File: config.mk
export PLATFORM = sky130hd
export DESIGN_NAME = keypad_scanner
export DESIGN_NICKNAME = d
export VERILOG_FILES = /design/src/rtl/keypad_scanner.sv
export SDC_FILE = /design/constraint.sdc
export NUM_CORES = 1
export LEC_CHECK = 0
export CAP_MARGIN = 20
export CORE_ASPECT_RATIO = 0.6
export CORE_UTILIZATION = 45
export DETAILED_ROUTE_END_ITERATION = 10
export HOLD_SLACK_MARGIN = 0.02
export PLACE_DENSITY = 0.78
export SLEW_MARGIN = 15
export SYNTH_ARGS = -nofsm -noshare
export SYNTH_HDL_FRONTEND = slang
export SYNTH_SLANG_ARGS = --single-unit
export TNS_END_PERCENT = 5
File: constraint.sdc
create_clock -name clk -period 9.9 [get_ports clk]
set_input_delay 2.475 -clock clk [delete_from_list [all_inputs] [get_ports clk]]
set_output_delay 2.475 -clock clk [all_outputs]
set_load 0.05 [all_outputs]
File: src/rtl/keypad_scanner.sv
// keypad_scanner: strobes a 4x4 active-low keypad, debounces full scans, reports single presses + 8-digit history.
// Latency: press accepted DEBOUNCE_SCANS scans after onset, key_valid one cycle later; no backpressure (pulse output).
module keypad_scanner #(
  parameter int SCAN_DIV       = 5000,
  parameter int DEBOUNCE_SCANS = 4
) (
  input  logic       clk,
  input  logic       rst,
  input  logic [3:0] row,
  output logic [3:0] col,
  output logic [3:0] key_code,
  output logic       key_valid,
  output logic       key_down,
  output logic [3:0] dig7,
  output logic [3:0] dig6,
  output logic [3:0] dig5,
  output logic [3:0] dig4,
  output logic [3:0] dig3,
  output logic [3:0] dig2,
  output logic [3:0] dig1,
  output logic [3:0] dig0
);

  localparam int DIV_W = (SCAN_DIV > 1) ? $clog2(SCAN_DIV) : 1;
  localparam int STB_W = $clog2(DEBOUNCE_SCANS + 1);
  localparam logic [DIV_W-1:0] DIV_LAST = DIV_W'(SCAN_DIV - 1);
  localparam logic [STB_W-1:0] STB_MAX  = STB_W'(DEBOUNCE_SCANS);

  // Scan result kind doubles as the saturated low-bit count: 0 none, 1 single, 2 multi.
  localparam logic [1:0] RES_NONE   = 2'd0;
  localparam logic [1:0] RES_SINGLE = 2'd1;
  localparam logic [1:0] RES_MULTI  = 2'd2;

  typedef enum logic {
    IDLE,
    PRESSED
  } state_t;

  state_t state_q, state_d;

  logic [3:0]       row_meta, row_sync;
  logic [DIV_W-1:0] div_q;
  logic [1:0]       col_idx;
  logic             sample, scan_end;

  logic [1:0]       acc_cnt, acc_cnt_nxt;
  logic [3:0]       acc_code, acc_code_nxt;
  logic [2:0]       col_lows, cnt_sum;
  logic [3:0]       col_code;
  logic             col_hit;

  logic [1:0]       cand_kind;
  logic [3:0]       cand_code;
  logic [STB_W-1:0] stable_cnt, stable_nxt;
  logic             same_result, settled;

  logic             accept, release_ok;
  logic [3:0]       hist [8];

  function automatic logic [3:0] key_map(input logic [1:0] r, input logic [1:0] c);
    logic [3:0] k;
    case ({r, c})
      4'h0: k = 4'h1;
      4'h1: k = 4'h2;
      4'h2: k = 4'h3;
      4'h3: k = 4'hA;
      4'h4: k = 4'h4;
      4'h5: k = 4'h5;
      4'h6: k = 4'h6;
      4'h7: k = 4'hB;
      4'h8: k = 4'h7;
      4'h9: k = 4'h8;
      4'hA: k = 4'h9;
      4'hB: k = 4'hC;
      4'hC: k = 4'h0;
      4'hD: k = 4'hF;
      4'hE: k = 4'hE;
      default: k = 4'hD;
    endcase
    return k;
  endfunction

  always_ff @(posedge clk) begin
    if (rst) begin
      row_meta <= 4'hF;
      row_sync <= 4'hF;
    end else begin
      row_meta <= row;
      row_sync <= row_meta;
    end
  end

  always_ff @(posedge clk) begin
    if (rst) begin
      div_q   <= '0;
      col_idx <= 2'd0;
    end else if (div_q == DIV_LAST) begin
      div_q   <= '0;
      col_idx <= col_idx + 2'd1;
    end else begin
      div_q <= div_q + 1'b1;
    end
  end

  assign col      = ~(4'b0001 << col_idx);
  assign sample   = (div_q == DIV_LAST);
  assign scan_end = sample && (col_idx == 2'd3);

  // Rows are scanned top to bottom so the last low row wins the recorded code.
  always_comb begin
    col_lows = 3'd0;
    col_code = 4'h0;
    col_hit  = 1'b0;
    for (int r = 0; r < 4; r++) begin
      if (!row_sync[r]) begin
        col_lows = col_lows + 3'd1;
        col_code = key_map(2'(r), col_idx);
        col_hit  = 1'b1;
      end
    end
    cnt_sum      = {1'b0, acc_cnt} + col_lows;
    acc_cnt_nxt  = (cnt_sum >= 3'd2) ? RES_MULTI : cnt_sum[1:0];
    acc_code_nxt = col_hit ? col_code : acc_code;
  end

  always_ff @(posedge clk) begin
    if (rst) begin
      acc_cnt  <= 2'd0;
      acc_code <= 4'h0;
    end else if (sample) begin
      if (col_idx == 2'd3) begin
        acc_cnt  <= 2'd0;
        acc_code <= 4'h0;
      end else begin
        acc_cnt  <= acc_cnt_nxt;
        acc_code <= acc_code_nxt;
      end
    end
  end

  always_comb begin
    same_result = (acc_cnt_nxt == cand_kind) &&
                  ((acc_cnt_nxt != RES_SINGLE) || (acc_code_nxt == cand_code));
    if (acc_cnt_nxt == RES_MULTI)
      stable_nxt = '0;
    else if (same_result)
      stable_nxt = (stable_cnt == STB_MAX) ? STB_MAX : stable_cnt + 1'b1;
    else
      stable_nxt = STB_W'(1);
    settled = (stable_nxt == STB_MAX);
  end

  always_ff @(posedge clk) begin
    if (rst) begin
      cand_kind  <= RES_NONE;
      cand_code  <= 4'h0;
      stable_cnt <= '0;
    end else if (scan_end) begin
      cand_kind  <= acc_cnt_nxt;
      cand_code  <= acc_code_nxt;
      stable_cnt <= stable_nxt;
    end
  end

  always_ff @(posedge clk) begin
    if (rst) state_q <= IDLE;
    else     state_q <= state_d;
  end

  // No rollover: while PRESSED only a settled all-released scan returns to IDLE.
  always_comb begin
    state_d    = state_q;
    accept     = 1'b0;
    release_ok = 1'b0;
    if (scan_end) begin
      case (state_q)
        IDLE: begin
          if ((acc_cnt_nxt == RES_SINGLE) && settled) begin
            state_d = PRESSED;
            accept  = 1'b1;
          end
        end
        PRESSED: begin
          if ((acc_cnt_nxt == RES_NONE) && settled) begin
            state_d    = IDLE;
            release_ok = 1'b1;
          end
        end
        default: state_d = IDLE;
      endcase
    end
  end

  always_ff @(posedge clk) begin
    if (rst) begin
      key_code  <= 4'h0;
      key_valid <= 1'b0;
      key_down  <= 1'b0;
      for (int i = 0; i < 8; i++) hist[i] <= 4'h0;
    end else begin
      key_valid <= accept;
      if (accept) begin
        key_code <= acc_code_nxt;
        key_down <= 1'b1;
        hist[0]  <= acc_code_nxt;
        for (int i = 1; i < 8; i++) hist[i] <= hist[i-1];
      end else if (release_ok) begin
        key_down <= 1'b0;
      end
    end
  end

  assign dig0 = hist[0];
  assign dig1 = hist[1];
  assign dig2 = hist[2];
  assign dig3 = hist[3];
  assign dig4 = hist[4];
  assign dig5 = hist[5];
  assign dig6 = hist[6];
  assign dig7 = hist[7];

endmodule

# ---- Word-level counts from Yosys, hierarchy flattened
# Memories as Yosys holds them, arrays and structs flattened.
# Index checks and enable logic that the tools add are counted.
dict set report totals {
  ramBits 32
  in_bits 6
  wordCells 99
  ff_bits 45
  out_inout_bits 42
  memories 1
}
# name words width read_ports rd_clocked_by_memory_dff write_ports line_no
set mem_list {}
lappend mem_list {hist 8 4 8 0 8 58} ;# logic [3:0] hist [8];
dict set report op_classes {
  shifts 1
  addsub 7
  n_eq_ne 11
  n_reduce_logical 9
  mux 46
  n_lt_le_gt_ge 1
  bitwise_logic 10
}
# op count
set op_table {}
lappend op_table {{4-bit two-way mux} 14}
lappend op_table {{4-bit one-hot mux with 4 select lines} 3}
lappend op_table {{1-bit two-way mux} 19}
lappend op_table {{3-bit two-way mux} 6}
lappend op_table {{13-bit by 1-bit adder with 13-bit output, second input constant} 1}
lappend op_table {{13-bit == test, second input constant} 1}
lappend op_table {{3-bit by 1-bit adder with 3-bit output, second input constant} 4}
lappend op_table {{4-bit one-hot mux with 3 select lines} 1}
lappend op_table {{1-bit OR} 8}
lappend op_table {{2-bit == test, second input constant} 3}
lappend op_table {{3-bit == test, second input constant} 2}
lappend op_table {{2-bit by 1-bit == test with 1-bit output, second input constant} 2}
lappend op_table {{4-bit == test} 1}
lappend op_table {{1-bit logical AND} 4}
lappend op_table {{2-bit zero test} 2}
lappend op_table {{2-bit two-way mux} 2}
lappend op_table {{4-bit inverter} 1}
lappend op_table {{1-bit by 2-bit << shifter with 4-bit output, first input constant} 1}
lappend op_table {{2-bit by 3-bit adder with 3-bit output} 1}
lappend op_table {{3-bit by 2-bit greater-or-equal comparator with 1-bit output, second input constant} 1}
lappend op_table {{2-bit by 1-bit adder with 2-bit output, second input constant} 1}
lappend op_table {{2-bit == test} 1}
lappend op_table {{2-bit by 1-bit inequality test with 1-bit output, second input constant} 1}
lappend op_table {{1-bit one-hot mux with 2 select lines} 1}
lappend op_table {{4 further kinds} 4}

# ---- Longest topological paths before layout
# Gate-level depths: netlist of run 1.
dict set report logic_depth {
  depth_word 24
  mapped_depth 13
  ltp_nobuf 13
}

# ---- Worst setup path after synthesis of run 1
# OpenSTA, ideal clock, no wires.
dict set report synth_timing {
  path_type {register -> register}
  from {register row_sync[1]}
  to {memory hist[0][0], enable pin}
  period_less_slack_ns 4.140
  arrival_time_ns 3.746
  stages_incl_launch_ff 13
  setup_time_ns 0.394
  path_buffers 0
  t_required_ns 9.506
  path_slack_ns 5.760
  cell_sequence {dfxtp_1 > inv_1 > ha_1 > xnor2_1 > ha_1 > mux2_2 > fa_1 > xnor3_1 > a2111oi_4 > nand2_1 > inv_1 > nand3_1 > nand2b_1}
}
# item line_no
set synth_lines {}
lappend synth_lines {{start, declared} 41} ;# logic [3:0] row_meta, row_sync;
lappend synth_lines {{start signal, assigned} 89} ;# row_sync <= row_meta;
lappend synth_lines {{end, declared} 58}

# ---- Final worst setup path of run 1
dict set report layout_timing {
  from {register col_idx[0]}
  to {output col[2]}
}
dict set report layout_via {
  elab_chain_cells 2
}
# item line_no
set layout_lines {}
lappend layout_lines {{start, declared} 43} ;# logic [1:0] col_idx;
lappend layout_lines {{start signal, assigned} 99} ;# col_idx <= col_idx + 2'd1;
lappend layout_lines {{1-bit by 2-bit << shifter with 4-bit output} 105} ;# assign col = ~(4'b0001 << col_idx);
lappend layout_lines {{4-bit inverter} 105}
lappend layout_lines {{end, declared} 10} ;# output logic [3:0] col,
# No other way between the ends.

==> results.txt, run 1 <==
Number of flops mapped to enable cells by yosys: 32
DRT Wirelength: 7002 um
Overall global routing resource usage: 19.01%
H-tree Lvls: 3
Crit-path slowest cell: clkdlybuf4s50_1
Seq cells post-synth: 77
Most frequent cells in the layout: 47 x clkdlybuf4s50_1, 45 x dfxtp_1, 32 x nor2_1, 32 x edfxtp_1, 22 x and2_1
Hold Crit Start: row_meta[0]$_SDFF_PP1_
Final Skew: 0.007414 ns
Routed WL per cell: 14.32 um
Total chip power: 709.9 uW
Relative slew slack: 45.45%
Max incr delay on CP: 0.81 ns
Initial antenna violation count: 0
Hold buffers post-CTS: 0
Pin count of the biggest net entering global routing: 42
Vias: 2522
Unique masters post-synth: 57
Grt total ovfl: 0
Placed cell count: 473
Die Y: 71.03 um
Non-filler instance count after layout: 489
Met1 wire length: 3583 um
Post-synth top flop: dfxtp_1
Final Setup Violations: 0
Met3 WL: 342 um
Clock sinks: 77
Worst-Skew Late Latency: 0.33 ns
Core area: 7477 um2
Asr flop ratio synth: 0%
TritonRoute pass-1 iters: 5
Worst min path class: flop to flop
CTS tree: done
Fin crit period: 4.471 ns
Ant. Diodes: 0
Gpl congestion: 0.8949
Most used cell, CP: inv_1
Max Freq: 223.7 MHz
# IOs: 48
Setup Buffers After CTS: 0
Critical path arrival: 2.00 ns
CP delay by family, top: buffers and inverters
Required @ worst endpoint: 7.43 ns
Num CTS Buffers: 9
Layout cells sized above 1: 9.870%
Row count: 24
Drt first-iter violations: 185
Leak: 1.658 nW
Worst-path cell chain: inv_1 > ha_1 > inv_1 > clkdlybuf4s50_1
Worst-path clk slew: 0.05 ns
Area of the mapped netlist: 3573 um2
Die area: 8313 um2
Pins over their slew limit: 0
Die X: 117.0 um
Global-route wire length before repair: 11970 um
Clock buffer depth: 2
Starting Density: 47.79%
Layout Nets: 401
Final Hold Vio Count: 0
Setup crit start kind: flop
RR Startpoint: row_sync[1]$_SDFF_PP1_
Period utilization: 45.16%
WS Path Type: flop to output pin
Critical Path Start: col_idx[0]$_SDFFE_PP0N_
Net Count, Synth: 350
Port bufs: 47
TNS Setup: 0 ns
Area Overhead vs Synth: 23.46%
Vias in the first global route: 2471
Sequential fraction of the synthesis area: 52.10%
Slew @ Worst Pin: 0.8115 ns
Worst Setup End Kind: output pin
Post_cts resized: 0
Cells after synthesis: 329
Post-DRT Antenna Nets: 0
Residual DRC: 0
Syn. warnings: 0
P per Cell Area: 160.9 nW/um2
Dpl hpwl: 4867 um
Util after Layout: 59.00%
CP bufs+invs: 3
Max Used Layer: met4
CP Max Fanout: 5
# Max-Cap Violations: 0
Status: finished, final reports clean
Commonest non-fill, non-tap cell in the layout: clkdlybuf4s50_1
DR vias/cell: 5.157
Met2 WL: 2996 um
Syn_area_per_cell: 10.86 um2
Peak VDD IR: 0.0001099 V
RSZ-0062 raised after global routing: false
Fin Hold WS: 0.4042 ns
Root Buffer: clkbuf_16
flip-flops by register name (all words and copies together), names as in the netlist:
signal	flops
col_idx	2
hist	32
row_sync	4
state_q	1
div_q	13
stable_cnt	3
cand_kind	2
key_valid	1
acc_code	4
key_code	4
row_meta	4
key_down	1
acc_cnt	2
cand_code	4
final timing paths:
kind	to	slack [ns]	cells after the start
min	row_sync[0]$_SDFF_PP1_	0.40	1
max reg2reg	hist[0][9]$_SDFFCE_PN0P_	5.66	13
min reg2reg	row_sync[0]$_SDFF_PP1_	0.40	1
max	col[2]	5.43	4
power by group:
part	internal, mW	switching (mW)	leakage, nW
sequential	0.338	0.00516	0.695
combinational	0.0206	0.0402	0.830
clock	0.183	0.123	0.132
total	0.542	0.168	1.66
logic make-up (layout without fill, tap and decap cells):
family	after synthesis	after routing	synth area share [%]
and+or+nand+nor	147	147	24.20
buffers and inverters	25	81	3.291
AOI/OAI and AO/OA	42	42	8.614
xor gates and xnor gates	15	15	4.062
muxes	8	8	2.276
DFF	77	77	52.10
adders and majority gates	15	15	5.462
worst reg2reg max path, delay by kind of cell (launching register included):
family	cells	cell delay, ns
buffers and inverters	3	0.63
muxes	1	0.29
AOI/OAI and AO/OA	1	0.40
and+or+nand+nor	3	0.37
adders and majority gates	3	1.01
DFF	1	0.46
xor gates and xnor gates	2	0.74
per-stage QoR:
stage                     area, um2  worst slack [ns]
after floorplan                3573             5.760
after global placement         4131             5.630
after detailed placement       4131             5.596
after CTS                      4412             5.424
after global routing           4412             5.313
final                          4412             5.429
synthesized netlist by cell type, types with 2 or more instances:
cell type | n | area (um2)
and2_4 | 2 | 17.52
dfxtp_1 | 45 | 900.9
a31oi_1 | 2 | 12.51
buf_6 | 3 | 33.78
xor2_1 | 5 | 43.79
o21bai_1 | 2 | 15.01
nand3_1 | 8 | 40.04
or3_1 | 3 | 18.77
mux2i_1 | 7 | 70.07
and3_1 | 3 | 18.77
edfxtp_1 | 32 | 960.9
clkbuf_1 | 5 | 18.77
nand2b_1 | 8 | 50.05
nand2_1 | 16 | 60.06
inv_1 | 15 | 56.30
nor2_1 | 32 | 120.1
ha_1 | 14 | 175.2
or2_2 | 9 | 56.30
a211oi_1 | 4 | 30.03
nor3_1 | 12 | 60.06
and4b_1 | 2 | 20.02
nand3b_1 | 3 | 22.52
nor2b_1 | 12 | 75.07
and2_1 | 22 | 137.6
a22o_1 | 3 | 26.28
a21oi_1 | 7 | 35.03
a21o_1 | 2 | 15.01
xnor2_1 | 9 | 78.83
o21ai_0 | 12 | 60.06
nand4_1 | 3 | 18.77
cell type report:
| cell class | instances | area (um2) |
|---|---|---|
| fillers | 618 | 3065 |
| flip-flops and latches | 77 | 1862 |
| multi-input cells | 227 | 1594 |
| repair buffers | 49 | 485.5 |
| clock buffers | 13 | 260.3 |
| well taps | 104 | 130.1 |
| inverters | 16 | 60.06 |
| clock inverters | 3 | 20.02 |
metal layers:
layer	vias up	global-route usage, %
met5	-	0
met4	0	6.892
met3	10	5.570
met2	68	26.76
met1	1190	27.57
li1	1254	-
Note: power is estimated with default switching activity, not from simulation.
==> run 2, diff against run 1 <==
--- a/config.mk
+++ b/config.mk
@@ -10,7 +10,7 @@
 export CORE_UTILIZATION = 45
 export DETAILED_ROUTE_END_ITERATION = 10
 export HOLD_SLACK_MARGIN = 0.02
-export PLACE_DENSITY = 0.78
+export PLACE_DENSITY = 0.81
 export SLEW_MARGIN = 15
 export SYNTH_ARGS = -nofsm -noshare
 export SYNTH_HDL_FRONTEND = slang
==> constraint.sdc (replaced) <==
create_clock -name clk -period 3.6 [get_ports clk]
set_input_delay 0.9 -clock clk [delete_from_list [all_inputs] [get_ports clk]]
set_output_delay 0.9 -clock clk [all_outputs]
set_load 0.05 [all_outputs]
==> run 2 against run 1 <==
Global-route usage up 0.44 points. Sequential share of layout area shrank 1.1 points. Clock skew about the same. Largest cell class unchanged. Wire length up 5.9%. Largest power group unchanged. Critical endpoint is now key_code[3]$_SDFFE_PP0P_.
==> results.txt, run 2 (synthesis gave the netlist of run 1 again) <==
Worst-Skew Late Latency: 0.34 ns
Max Freq: 291.7 MHz
Die X: 117.0 um
Root Buffer: clkbuf_16
Row count: 24
Slew @ Worst Pin: 0.6152 ns
Clock buffer depth: 2
Fill count: 594
DR vias/cell: 5.099
Commonest non-fill, non-tap cell in the layout: clkdlybuf4s50_1
Pin count of the biggest net entering global routing: 41
Starting Density: 47.79%
Critical path arrival: 3.70 ns
Period utilization: 95.24%
Final Setup Violations: 0
# Max-Cap Violations: 0
Global-route wire length before repair: 11950 um
Relative slew slack: 58.84%
CTS tree: done
Post-DRT Antenna Nets: 0
Layout cells sized above 1: 13.27%
Pins over their slew limit: 0
Routed WL per cell: 14.95 um
RR Startpoint: row_sync[1]$_SDFF_PP1_
Die Y: 71.03 um
Hold Crit Start: row_meta[2]$_SDFF_PP1_
Max reg flops: 32
Reg2Reg Depth: 12
Reg with most FFs: hist
Worst min path class: flop to flop
Core area: 7477 um2
H-tree Lvls: 3
Top Registers: hist: 32 flops, div_q: 13 flops
Final Hold Vio Count: 0
Residual DRC: 0
DRT Wirelength: 7416 um
Most frequent cells in the layout: 47 x clkdlybuf4s50_1, 45 x dfxtp_1, 32 x nor2_1, 32 x edfxtp_1, 22 x and2_1
WHS Endpoint: row_sync[2]$_SDFF_PP1_
Area Overhead vs Synth: 26.79%
Multi-input logic area: 1618 um2
Worst Setup End Kind: flop
Final Skew: 0.007702 ns
WS Path Type: flop to flop
Fin crit period: 3.429 ns
P per Cell Area: 446.3 nW/um2
Worst-path clk slew: 0.06 ns
Vias in the first global route: 2448
Num CTS Buffers: 9
Status: finished, final reports clean
Clock sinks: 77
Dpl hpwl: 5105 um
Die area: 8313 um2
Leak: 1.718 nW
Grt total ovfl: 0
Vias: 2529
Total chip power: 2.022 mW
Ant. Diodes: 0
Gpl congestion: 0.8841
CP Max Fanout: 25
TritonRoute pass-1 iters: 4
FF-to-FF End: key_code[3]$_SDFFE_PP0P_
Overall global routing resource usage: 19.45%
Drt first-iter violations: 121
Register Area: 1862 um2
Setup crit start kind: flop
Worst R2R Setup Slack: 0.17 ns
Peak VDD IR: 0.0002357 V
# IOs: 48
Initial antenna violation count: 0
Required @ worst endpoint: 3.87 ns
Fin Hold WS: 0.4122 ns
Layout Nets: 408
Hold Path Depth: 1
Port bufs: 47
Hold buffers post-CTS: 0
run 2: cell types whose count changed in the layout (fill, tap and decap cells not counted), sizes merged:
cell / change
buf: +7
bufinv: +1
clkbuf: -4
clkinv: +1
inv: +2
run 2: through the flow:
step | worst slack (ns) | std cells | setup TNS (ns) | cell area (um2) | utilization, %
2_1_floorplan | 0.1131 | 329 | 0 | 3590 | -
3_3_place_gp | 0.1663 | 479 | 0 | 4218 | 56.41
3_5_place_dp | 0.06694 | 479 | 0 | 4218 | 56.41
4_1_cts | 0.01662 | 495 | 0 | 4516 | 60.39
5_1_grt | -0.004099 | 496 | -0.004099 | 4531 | 60.59
6_report | 0.1713 | 496 | 0 | 4531 | 60.59
run 2: cell type report:
type                       count  area share (%)
inverter                      16           1.326
sequential                    77           41.09
tap                          104           2.872
clock inverter                 7           1.602
clock buffer                   9           4.971
multi-input combinational    227           35.71
timing repair buffer          56           12.43
run 2: worst max path at each step:
stage          slack, ns                   endpoint              startpoint  depth (start not counted)
2_1_floorplan       0.11   hist[0][0]$_SDFFCE_PN0P_  row_sync[1]$_SDFF_PP1_                         12
3_3_place_gp        0.17   key_code[2]$_SDFFE_PP0P_  row_sync[1]$_SDFF_PP1_                         12
3_5_place_dp        0.07  hist[1][13]$_SDFFCE_PP0P_  row_sync[1]$_SDFF_PP1_                         13
4_1_cts             0.02   hist[1][3]$_SDFFCE_PN0P_  row_sync[1]$_SDFF_PP1_                         13
5_1_grt           -0.004   key_code[3]$_SDFFE_PP0P_  row_sync[1]$_SDFF_PP1_                         12
6_report            0.17   key_code[3]$_SDFFE_PP0P_  row_sync[1]$_SDFF_PP1_                         12
run 2: per-layer routing:
layer / GRT usage [%] / routed length (um) / vias to the layer above
met3: 7.198 / 423 / 10
met2: 28.40 / 3267 / 55
met5: 0 / 0 / -
met4: 8.017 / 114 / 0
li1: - / - / 1262
met1: 26.07 / 3611 / 1202
run 2: report_power, final:
group | switching (mW) | leakage [nW] | internal [mW] | total (mW)
Clock | 0.364 | 0.142 | 0.538 | 0.903
Sequential | 0.0123 | 0.695 | 0.929 | 0.941
Combinational | 0.115 | 0.881 | 0.0635 | 0.179
Total | 0.492 | 1.72 | 1.53 | 2.02
run 2: worst max-delay path, cell delays in order, from the launching register on:
cell	delay [ns]
dfxtp_1	0.33
inv_1	0.07
ha_1	0.32
xnor2_2	0.17
ha_1	0.30
mux2_2	0.29
fa_2	0.36
xnor3_2	0.28
a2111oi_4	0.28
and4b_1	0.25
and4bb_4	0.41
and2_4	0.19
o21bai_1	0.10
run 2: repair_timing:
action,in CTS,in global routing
setup endpoints to repair,0,58
buffers inserted,0,1
gates resized for setup,0,3
==> run 3, diff against run 2 <==
--- a/config.mk
+++ b/config.mk
@@ -8,6 +8,7 @@
 export CAP_MARGIN = 20
 export CORE_ASPECT_RATIO = 0.6
 export CORE_UTILIZATION = 45
+export CTS_BUF_LIST = sky130_fd_sc_hd__clkbuf_8
 export DETAILED_ROUTE_END_ITERATION = 10
 export HOLD_SLACK_MARGIN = 0.02
 export PLACE_DENSITY = 0.81
==> run 3 against run 2 <==
Non-clock buffer count is the same. Setup slack lost 0.047 ns. Sequential share of layout area grew 0.99 points. Fmax shrank 1.3%. Clock skew grew 0.0031 ns. Flip-flop and latch count is the same. Via count grew 0.47%. Global-route usage shrank 0.61 points. Critical path depth grew 1. Wire length shrank 3.1%. Die area is the same.
==> results.txt, run 3 (synthesis gave the netlist of run 1 again) <==
Status: finished, final reports clean
Hold Path Depth: 1
Die X: 117.0 um
Worst-Skew Late Latency: 0.37 ns
Util after Layout: 59.17%
Pins over their slew limit: 0
WS Path Type: flop to flop
Vias in the first global route: 2365
DR vias/cell: 5.123
Die Y: 71.03 um
H-tree Lvls: 3
Routed WL per cell: 14.49 um
Grt total ovfl: 0
TNS Setup: 0 ns
Gate power share: 10.0%
Dpl cell area: 4218 um2
# Max-Cap Violations: 0
Layout cells sized above 1: 13.01%
Ant. Diodes: 0
Core area: 7477 um2
Num CTS Buffers: 9
Crit-path slowest cell: fa_2
Relative slew slack: 59.60%
Clock sinks: 77
FF-to-FF End: hist[1][3]$_SDFFCE_PN0P_
Reg2Reg Depth: 13
Critical path arrival: 3.55 ns
TritonRoute pass-1 iters: 4
Row count: 24
CP bufs+invs: 3
WHS Endpoint: row_sync[2]$_SDFF_PP1_
Max Freq: 287.7 MHz
Hold Crit Start: row_meta[2]$_SDFF_PP1_
DRT Wirelength: 7189 um
Period utilization: 96.54%
Max reg flops: 32
Required @ worst endpoint: 3.68 ns
Cell internal pwr: 1.313 mW
Worst R2R Setup Slack: 0.12 ns
Fin crit period: 3.475 ns
# IOs: 48
P per Cell Area: 401.2 nW/um2
Worst min path class: flop to flop
Clock buffer depth: 2
Final Hold Vio Count: 0
Peak VDD IR: 0.0002713 V
Die area: 8313 um2
Initial antenna violation count: 0
Max incr delay on CP: 0.36 ns
Vias: 2541
Leak: 1.672 nW
Setup crit start kind: flop
Layout Nets: 408
Reg with most FFs: hist
Root Buffer: clkbuf_8
CP Max Fanout: 17
Top Registers: hist: 32 flops, div_q: 13 flops
Fill count: 600
CP delay by family, top: adder cells
Pin count of the biggest net entering global routing: 41
Multi-input logic area: 1613 um2
Worst-path clk slew: 0.08 ns
Drt first-iter violations: 103
Hold buffers post-CTS: 0
Fin area: 4424 um2
Final Skew: 0.01079 ns
Port bufs: 47
Switch share: 26.03%
Clock Power Share: 37.1%
Total chip power: 1.775 mW
Starting Density: 47.79%
Gpl congestion: 0.8841
Final Setup Violations: 0
Sequential Power Share: 52.9%
Global-route wire length before repair: 11590 um
CTS tree: done
Worst-path cell chain: inv_1 > ha_1 > xnor2_2 > ha_1 > mux2_2 > fa_2 > xnor3_2 > a2111oi_4 > nand2_1 > inv_1 > nand3_1 > nand2b_4 > buf_12
Area Overhead vs Synth: 23.81%
Register Area: 1862 um2
Overall global routing resource usage: 18.85%
Residual DRC: 0
Worst Setup End Kind: flop
Most frequent cells in the layout: 47 x clkdlybuf4s50_1, 45 x dfxtp_1, 32 x nor2_1, 32 x edfxtp_1, 22 x and2_1
P_sw: 462.0 uW
Dpl hpwl: 5105 um
RR Startpoint: row_sync[1]$_SDFF_PP1_
Post-DRT Antenna Nets: 0
Commonest non-fill, non-tap cell in the layout: clkdlybuf4s50_1
Slew @ Worst Pin: 0.6014 ns
-- run 3: how the worst max path moves through the flow --
stage	to	slack, ns	cells after the start	start
after floorplan	hist[0][0]$_SDFFCE_PN0P_	0.11	12	row_sync[1]$_SDFF_PP1_
after global placement	key_code[2]$_SDFFE_PP0P_	0.17	12	row_sync[1]$_SDFF_PP1_
after detailed placement	hist[1][13]$_SDFFCE_PP0P_	0.07	13	row_sync[1]$_SDFF_PP1_
after CTS	hist[1][3]$_SDFFCE_PN0P_	0.04	13	row_sync[1]$_SDFF_PP1_
after global routing	hist[1][3]$_SDFFCE_PN0P_	-0.02	13	row_sync[1]$_SDFF_PP1_
final	hist[1][3]$_SDFFCE_PN0P_	0.12	13	row_sync[1]$_SDFF_PP1_
-- run 3: metrics by stage --
stage / setup slack (ns) / std cells / hold slack, ns
after CTS: 0.03738 / 495 / 0.4192
after floorplan: 0.1131 / 329 / 0.3895
after global placement: 0.1663 / 479 / 0.3984
after detailed placement: 0.06694 / 479 / 0.3999
final: 0.1246 / 496 / 0.4170
after global routing: -0.01542 / 496 / 0.4230
-- run 3: power by group through the flow --
stage,registers (mW),clock network (mW),logic [mW]
floorplan,1.01,0,0.0692
global placement,0.959,0,0.173
detailed placement,0.960,0,0.176
CTS,0.940,0.673,0.177
global route,0.943,0.706,0.189
finish,0.939,0.658,0.177
-- run 3: what timing repair did --
action / 4_1_cts / 5_1_grt
resized for setup: 0 / 2
setup buffers: 0 / 1
endpoints found under the setup margin: 0 / 58
-- run 3: layout make-up --
type / instances / share of cell area [%]
clock buffer: 9 / 2.800
clock inverter: 7 / 1.640
inverter: 16 / 1.357
multi-input combinational: 227 / 36.45
sequential: 77 / 42.08
tap: 104 / 2.941
timing repair buffer: 56 / 12.73
-- run 3: routing by layer --
layer / vias up / GRT usage, % / share of wire [%]
met5: - / 0 / 0
met1: 1188 / 26.10 / 49
met3: 11 / 6.684 / 7.0
met2: 78 / 26.96 / 43
li1: 1264 / - / -
met4: 0 / 7.314 / 1.3
